==> config.mk <==
export PLATFORM = sky130hd
export DESIGN_NAME = ets_multi_accum
export DESIGN_NICKNAME = d
export VERILOG_FILES = /design/src/rtl/ets_pkg.sv /design/src/rtl/ets_seg_counter.sv /design/src/rtl/ets_multi_accum.sv
export SDC_FILE = /design/constraint.sdc
export NUM_CORES = 1
export LEC_CHECK = 0
export CAP_MARGIN = 20
export CELL_PAD_IN_SITES_DETAIL_PLACEMENT = 1
export CELL_PAD_IN_SITES_GLOBAL_PLACEMENT = 1
export CORE_MARGIN = 8
export CORE_UTILIZATION = 40
export CTS_CLUSTER_SIZE = 40
export DETAILED_ROUTE_END_ITERATION = 10
export PLACE_DENSITY = 0.85
export SLEW_MARGIN = 20
export SYNTH_ARGS = -nofsm -noshare
export SYNTH_HDL_FRONTEND = slang
export SYNTH_SLANG_ARGS = --single-unit
==> constraint.sdc <==
create_clock -name clk -period 3.6 [get_ports clk]
set_clock_uncertainty 0.1 [all_clocks]
set_input_delay 0.36 -clock clk [delete_from_list [all_inputs] [get_ports clk]]
set_output_delay 0.36 -clock clk [all_outputs]
set_load 0.005 [all_outputs]
==> src/rtl/ets_pkg.sv <==
// Shared state encoding and default widths for the ETS multi-channel accumulator.
package ets_pkg;

  typedef enum logic [1:0] {
    IDLE = 2'b00,
    BUSY = 2'b01,
    DONE = 2'b10,
    CLR  = 2'b11
  } ets_state_e;

  localparam int ETS_CNT_W = 32;
  localparam int ETS_SEG_W = 8;

endpackage

==> src/rtl/ets_seg_counter.sv <==
// Up-counter built from SEG_W-bit segments; a segment steps only when every lower
// segment is all-ones. Synchronous clear wins over enable.
module ets_seg_counter
  import ets_pkg::*;
#(
  parameter int CNT_W = ETS_CNT_W,
  parameter int SEG_W = ETS_SEG_W
) (
  input  logic             clk,
  input  logic             rst_n,
  input  logic             en,
  input  logic             clr,
  output logic [CNT_W-1:0] count
);

  localparam int NSEG = CNT_W / SEG_W;

  logic [CNT_W-1:0] count_q;
  logic [CNT_W-1:0] count_d;
  logic             run;

  always_comb begin
    count_d = count_q;
    run     = en;
    for (int k = 0; k < NSEG; k++) begin
      if (run) begin
        count_d[k*SEG_W +: SEG_W] = count_q[k*SEG_W +: SEG_W] + SEG_W'(1);
      end
      run = run & (&count_q[k*SEG_W +: SEG_W]);
    end
    if (clr) begin
      count_d = '0;
    end
  end

  always_ff @(posedge clk or negedge rst_n) begin
    if (!rst_n) begin
      count_q <= '0;
    end else begin
      count_q <= count_d;
    end
  end

  assign count = count_q;

endmodule

==> src/rtl/ets_multi_accum.sv <==
// Multi-channel equivalent-time-sampling accumulator: counts per-channel hits over a
// window of enabled slots. Optional macro ETS_MULTI_ACCUM_SNAPSHOT_EN holds results until the next DONE.
//
// state | meaning
// IDLE  | waiting for start; latches window length on acceptance
// BUSY  | counting enabled slots and per-channel hits
// DONE  | window complete, counts frozen until start drops
// CLR   | one cycle clearing counters and zero_win
module ets_multi_accum
  import ets_pkg::*;
#(
  parameter int CH    = 4,
  parameter int CNT_W = ETS_CNT_W,
  parameter int SEG_W = ETS_SEG_W
) (
  input  logic                clk,
  input  logic                rst_n,
  input  logic [CNT_W-1:0]    average,
  input  logic [CH-1:0]       data_in,
  input  logic                enc,
  input  logic                start,
  output logic                busy,
  output logic                done,
  output logic                zero_win,
  output logic [CNT_W-1:0]    slot_count,
  output logic [CH*CNT_W-1:0] data
);

  ets_state_e          state_q, state_d;
  logic [CNT_W-1:0]    avg_q, avg_d;
  logic                zero_win_q, zero_win_d;
  logic                slot_en;
  logic [CH-1:0]       ch_en;
  logic                cnt_clr;
  logic                last_slot;
  logic [CNT_W-1:0]    slot_cnt;
  logic [CH*CNT_W-1:0] live_data;

  ets_seg_counter #(.CNT_W(CNT_W), .SEG_W(SEG_W)) u_slot_cnt (
    .clk   (clk),
    .rst_n (rst_n),
    .en    (slot_en),
    .clr   (cnt_clr),
    .count (slot_cnt)
  );

  for (genvar i = 0; i < CH; i++) begin : g_ch
    ets_seg_counter #(.CNT_W(CNT_W), .SEG_W(SEG_W)) u_ch_cnt (
      .clk   (clk),
      .rst_n (rst_n),
      .en    (ch_en[i]),
      .clr   (cnt_clr),
      .count (live_data[i*CNT_W +: CNT_W])
    );
  end

  // avg_q is never zero in BUSY, so the subtraction cannot wrap there
  assign last_slot = (slot_cnt == avg_q - CNT_W'(1));

  always_comb begin
    state_d    = state_q;
    avg_d      = avg_q;
    zero_win_d = zero_win_q;
    slot_en    = 1'b0;
    ch_en      = '0;
    cnt_clr    = 1'b0;
    case (state_q)
      IDLE: begin
        if (start) begin
          avg_d = average;
          if (average == '0) begin
            zero_win_d = 1'b1;
            state_d    = DONE;
          end else begin
            state_d = BUSY;
          end
        end
      end
      BUSY: begin
        if (!start) begin
          state_d = CLR;
        end else if (enc) begin
          slot_en = 1'b1;
          ch_en   = data_in;
          if (last_slot) begin
            state_d = DONE;
          end
        end
      end
      DONE: begin
        if (!start) begin
          state_d = CLR;
        end
      end
      CLR: begin
        cnt_clr    = 1'b1;
        zero_win_d = 1'b0;
        state_d    = IDLE;
      end
      default: state_d = IDLE;
    endcase
  end

  always_ff @(posedge clk or negedge rst_n) begin
    if (!rst_n) begin
      state_q    <= IDLE;
      avg_q      <= '0;
      zero_win_q <= 1'b0;
    end else begin
      state_q    <= state_d;
      avg_q      <= avg_d;
      zero_win_q <= zero_win_d;
    end
  end

  assign busy     = (state_q == BUSY);
  assign done     = (state_q == DONE);
  assign zero_win = zero_win_q;

`ifdef ETS_MULTI_ACCUM_SNAPSHOT_EN
  logic [CH*CNT_W-1:0] snap_data_q;
  logic [CNT_W-1:0]    snap_slot_q;
  logic                snap_take;

  // Capture includes the final slot, which the live counters only show a cycle later
  assign snap_take = (state_q == BUSY) && start && enc && last_slot;

  always_ff @(posedge clk or negedge rst_n) begin
    if (!rst_n) begin
      snap_data_q <= '0;
      snap_slot_q <= '0;
    end else if (snap_take) begin
      snap_slot_q <= avg_q;
      for (int i = 0; i < CH; i++) begin
        snap_data_q[i*CNT_W +: CNT_W] <= live_data[i*CNT_W +: CNT_W] + CNT_W'(data_in[i]);
      end
    end
  end

  assign data       = snap_data_q;
  assign slot_count = snap_slot_q;
`else
  assign data       = live_data;
  assign slot_count = slot_cnt;
`endif

endmodule
==> flow_summary_export.csv, run 1 <==
group,metric,value,unit
floorplanning,dieArea,31600,um2
global_route,track_usage,0.202,
synthesis,synth.top_cells.by_area,"dfrtp_1, xor2_1, nor2_1",
setup_path,crit_arrival,3490,ps
place,placed_cell_area,12900,um2
routing,drc,0,
synthesis,synth_top_area_share,0.467,
floorplanning,die_y,178,um
layout,final_layout_size_suffix_gt1_frac,0.0861,
clock_tree,clk_latency,450,ps
global_route,antenna_found_initial,0,
floorplanning,die_w,178,um
setup_path,crit_type,"reg -> reg",
flow_run,max_cap_viol_count,0,
setup_path,reg2reg_setup_slack,340,ps
timing,max_freq,0.306,GHz
timing,finalCritPeriodShare,0.906,
clock_tree,cts_buffer_depth,2,
routing,vias,8660,
global_route,grt_pass1_vias,9346,
synthesis,ys.flop_type,"dfrtp_1",
clock_tree,cts_buffers,17,
setup_path,required,3830,ps
synthesis,async_flop_share,1.00,
power_and_ir_drop,leakage,5.74,nW
synthesis,synth_seq_area_share,0.467,
setup_path,crit_path_end_kind,"flop",
synthesis,synth_area_per_cell,10.0,um2
clock_tree,cts_tree,"yes",
setup_path,setup.worst_path.start_class,"flop",
worst_hold_path,hold_class,"in -> async",
clock_tree,cts_hold_buf,1,
layout,finalNetCount,1308,
synthesis,syn_inst,1043,
place,dp_hpwl,23200,um
routing,final_antenna_net_count,0,
layout,layoutNonFillerInstCount,1590,
synthesis,ys_types,62,
clock_tree,h-tree-depth,4,
power_and_ir_drop,p_per_area,498,nW/um2
routing,wire_per_inst,20.0,um
global_route,grt_pass1_wl,51100,um
clock_tree,root_buffer,"clkbuf_16",
synthesis,syn-cell-area,10500,um2
timing,tightestPinTransition,851,ps
floorplanning,core,25800,um2
layout,area_delta_synth_final,29.4,%
power_and_ir_drop,ir_drop,0.391,mV
clock_tree,cts.sinks,195,
setup_path,path_max_fanout,12,
timing,min_period,3260,ps
synthesis,synth_largest_area_cell,"dfrtp_1",
floorplanning,boundaryPins,203,
place,gp_congestion,0.843,
global_route,grt_max_degree,162,
floorplanning,start_util,0.404,
timing,hold_viol_final,0,
clock_tree,cts_resized,0,
timing,setup_violations,0,
routing,wl,31800,um
layout,fin_area,13500,um2
routing,viasPerCell,5.45,
routing,detail_route.iter0.violations,543,
timing,timing.slew.headroom,0.431,
outcome,status,"completed",
synthesis,synth_fp_nets,1109,
place,io_buffer_count,202,
synthesis,yosys_warnings,0,
routing,firstDrtPassIters,6,
layout,antennaDiodeCount,0,
clock_tree,clk_pin_slew,90,ps
synthesis,synth_seq_cells,195,
synthesis,synth_edf_count,0,
timing,rsz0062_at_grt,"false",
global_route,grt-ovfl-total,0,
timing,setup-tns-final,0,ps
timing,slew_violations,0,
place,dp_cells,1557,
floorplanning,rows,59,
clock_tree,postCtsSetupRepairBufs,0,
report_power, final:
part	leakage (nW)	total, mW	switching (mW)	internal, mW
Sequential	2.65	2.85	0.431	2.42
Combinational	2.78	1.79	0.993	0.801
Clock	0.311	2.08	1.05	1.03
Total	5.74	6.73	2.48	4.26
worst paths after layout:
path                                            start                                      to  cells after the start
worst max-delay path             avg_q[2]$_DFFE_PN0P_                  state_q[1]$_DFFE_PN0P_                      8
worst min-delay path                            rst_n  g_ch[1].u_ch_cnt.count[29]$_DFFE_PN0P_                      2
worst max register to register   avg_q[2]$_DFFE_PN0P_                  state_q[1]$_DFFE_PN0P_                      8
worst min register to register  avg_q[31]$_DFFE_PN0P_                   avg_q[31]$_DFFE_PN0P_                      1
max in group asynchronous                       rst_n  g_ch[3].u_ch_cnt.count[29]$_DFFE_PN0P_                      3
min in group clk                avg_q[31]$_DFFE_PN0P_                   avg_q[31]$_DFFE_PN0P_                      1
critical path, cell delays in order, from the launching register on:
cell and delay [ps]:
dfrtp_1 510, nor4_2 530, nand4b_2 380, or4_1 570, a32o_1 250, a31oi_1 180, nor4_2 80, a21oi_2 220
mux2_4 310
registers in the layout, summed over array words and instances (netlist names):
| register | cells |
|---|---|
| u_slot_cnt.count | 32 |
| zero_win | 1 |
| state_q | 2 |
| avg_q | 32 |
| g_ch.u_ch_cnt.count | 128 |
per-stage QoR:
step                hold slack (ps)  worst slack (ps)  utilization  total power, mW
floorplan                     -35.6               748            -             3.99
global placement                326               339        0.498             4.58
detailed placement              331               168        0.498             4.66
CTS                             404               358        0.524             6.78
global route                    420              73.0        0.524             7.06
finish                          375               337        0.524             6.73
synth_stat cells (7+ instances only):
master and n:
dfrtp_1 195, nor2_1 153, xor2_1 99, nand2_1 86
nand4_1 54, xnor2_1 49, a21oi_1 38, o21ai_0 38
or3_1 37, mux2_2 32, and3_1 26, ha_1 26
nand3_1 24, clkbuf_1 23, mux2i_1 22, nor3_1 16
nor4_1 14, inv_1 12, and4_1 9, nor2b_1 7
nor4_4 7
area by class of cell:
cell class / instances / area [um2]
multi-input cells: 798 / 5360
fillers: 2881 / 12300
clock buffers: 17 / 425
flip-flops and latches: 195 / 4880
inverters: 12 / 45.0
clock inverters: 15 / 215
well taps: 335 / 419
repair buffers: 218 / 2190
routing by layer:
metal	vias to the layer above	GRT usage	part of all wire
met1	4403	0.246	0.43
met4	0	0.0500	0.016
met3	35	0.0647	0.065
met5	-	0	0
li1	4045	-	-
met2	177	0.340	0.49
cells in the final DEF (no fill, tap or decap), drive strengths merged, types with 26 or more instances in the layout:
cell type / netlist / routed
clkdlybuf4s50: 0 / 201
dfrtp: 195 / 195
nor2: 153 / 153
xor2: 99 / 99
nand2: 86 / 86
nand4: 56 / 56
xnor2: 49 / 49
a21oi: 39 / 39
o21ai: 38 / 38
or3: 37 / 37
mux2: 33 / 33
nand3: 27 / 27
and3: 26 / 26
ha: 26 / 26
nor4: 26 / 26
kinds of logic after synthesis:
kind of cell,count (synthesis),share of synthesized area
xor+xnor,148,0.124
compound gates,96,0.0545
mux,55,0.0570
simple gates,473,0.245
fa+ha+maj,26,0.0311
flops,195,0.467
buf+inv,50,0.0217
Power figures use the tool's default switching activity.
==> inputs of run 2 (changes only) <==
--- a/config.mk
+++ b/config.mk
@@ -12,7 +12,9 @@
 export CORE_UTILIZATION = 40
 export CTS_CLUSTER_SIZE = 40
 export DETAILED_ROUTE_END_ITERATION = 10
+export HOLD_SLACK_MARGIN = 0.12
 export PLACE_DENSITY = 0.85
+export SETUP_SLACK_MARGIN = 0.2
 export SLEW_MARGIN = 20
 export SYNTH_ARGS = -nofsm -noshare
 export SYNTH_HDL_FRONTEND = slang
==> flow_summary_export.csv, run 2 (same netlist as run 1, synthesis figures left out) <==
group,metric,value,unit
routing,viasPerCell,5.43,
setup_path,crit_arrival,3430,ps
global_route,antenna_found_initial,0,
place,dp_hpwl,23200,um
clock_tree,postCtsSetupRepairBufs,0,
clock_tree,clk_latency,450,ps
timing,finalCritPeriodShare,0.891,
setup_path,path_max_fanout,12,
routing,firstDrtPassIters,4,
clock_tree,h-tree-depth,4,
global_route,grt_max_degree,162,
clock_tree,cts.sinks,195,
timing,rsz0062_at_grt,"true",
routing,wire_per_inst,20.0,um
layout,area_delta_synth_final,29.6,%
routing,final_antenna_net_count,0,
setup_path,crit_type,"reg -> reg",
layout,final_core_util,0.524,
layout,fin_area,13500,um2
worst_hold_path,hold_class,"in -> async",
global_route,track_usage,0.202,
layout,final_layout_size_suffix_gt1_frac,0.0861,
layout,final_common_cell,"clkdlybuf4s50_1",
global_route,grt_pass1_wl,51100,um
timing,max_freq,0.312,GHz
setup_path,setup.worst_path.start_class,"flop",
place,io_buffer_count,202,
clock_tree,root_buffer,"clkbuf_16",
power_and_ir_drop,ir_drop,0.394,mV
floorplanning,rows,59,
global_route,grt_pass1_vias,9346,
timing,min_period,3210,ps
routing,drc,0,
place,placed_cell_area,12900,um2
timing,timing.slew.headroom,0.433,
clock_tree,cts_tree,"yes",
timing,setup-tns-final,0,ps
layout,largest_reg_flops,128,
power_and_ir_drop,p_per_area,498,nW/um2
place,gp_congestion,0.843,
setup_path,required,3830,ps
floorplanning,die_y,178,um
timing,tightestPinTransition,849,ps
timing,slew_violations,0,
layout,finalNetCount,1308,
floorplanning,core,25800,um2
clock_tree,clk_pin_slew,90,ps
power_and_ir_drop,leakage,5.76,nW
floorplanning,boundaryPins,203,
routing,wl,31900,um
routing,vias,8639,
setup_path,reg2reg_setup_slack,390,ps
global_route,grt-ovfl-total,0,
setup_path,crit_path_end_kind,"flop",
floorplanning,start_util,0.404,
clock_tree,cts_buffer_depth,2,
outcome,status,"completed",
timing,setup_violations,0,
layout,nFillCells,2880,
routing,detail_route.iter0.violations,508,
power_and_ir_drop,finalPower,6.74,mW
timing,hold_viol_final,0,
flow_run,max_cap_viol_count,0,
floorplanning,dieArea,31600,um2
clock_tree,cts_buffers,17,
layout,final_cell_mix,"clkdlybuf4s50_1, dfrtp_1, nor2_1",
layout,antennaDiodeCount,0,
floorplanning,die_w,178,um
[run 2: cell counts in the layout (fill, tap and decap cells not counted)]
No cell type changed its count.
[run 2: routing by layer]
| layer | share of wire | up-vias | track usage |
|---|---|---|---|
| met5 | 0 | - | 0 |
| met4 | 0.016 | 0 | 0.0500 |
| met3 | 0.069 | 35 | 0.0647 |
| met2 | 0.49 | 185 | 0.340 |
| met1 | 0.43 | 4376 | 0.246 |
| li1 | - | 4043 | - |
[run 2: cell type report]
cell class | instances | area (um2) | area share
multi-input combinational | 798 | 5370 | 0.397
sequential | 195 | 4880 | 0.360
timing repair buffer | 218 | 2190 | 0.161
clock buffer | 17 | 425 | 0.0314
tap | 335 | 419 | 0.0309
clock inverter | 15 | 215 | 0.0159
inverter | 12 | 45.0 | 0.00333
[run 2: timing repair]
item | 4_1_cts | 5_1_grt
gates resized for setup | 0 | 2
endpoints found under the setup margin | 0 | 6
hold buffers | 1 | 0
endpoints found under the hold margin | 75 | 0
[run 2: critical path: stages, from the launching register on]
cell and delay (ps):
dfrtp_1 510, nor4_2 600, nand4b_4 290, or4_1 530
a32o_1 260, a31oi_1 180, nor4_2 80, a21oi_2 220
mux2_4 310
[run 2: per-stage QoR]
step / std cells / setup slack (ps) / hold slack, ps
2_1_floorplan: 1043 / 748 / -35.6
3_3_place_gp: 1557 / 339 / 326
3_5_place_dp: 1557 / 168 / 331
4_1_cts: 1590 / 358 / 404
5_1_grt: 1590 / 196 / 420
6_report: 1590 / 393 / 376
[run 2: path summary, 6_finish.rpt]
kind                                  startpoint                                endpoint  depth (start not counted)
setup / recovery            avg_q[2]$_DFFE_PN0P_                  state_q[1]$_DFFE_PN0P_                          8
hold / removal                             rst_n  g_ch[1].u_ch_cnt.count[29]$_DFFE_PN0P_                          2
setup reg to reg            avg_q[2]$_DFFE_PN0P_                  state_q[1]$_DFFE_PN0P_                          8
hold reg to reg            avg_q[31]$_DFFE_PN0P_                   avg_q[31]$_DFFE_PN0P_                          1
max in group asynchronous                  rst_n  g_ch[3].u_ch_cnt.count[29]$_DFFE_PN0P_                          3
min in group clk           avg_q[31]$_DFFE_PN0P_                   avg_q[31]$_DFFE_PN0P_                          1
[run 2: power by group]
group | switching (mW) | leakage [nW] | internal, mW
sequential | 0.433 | 2.65 | 2.42
combinational | 1.00 | 2.80 | 0.803
clock | 1.05 | 0.311 | 1.03
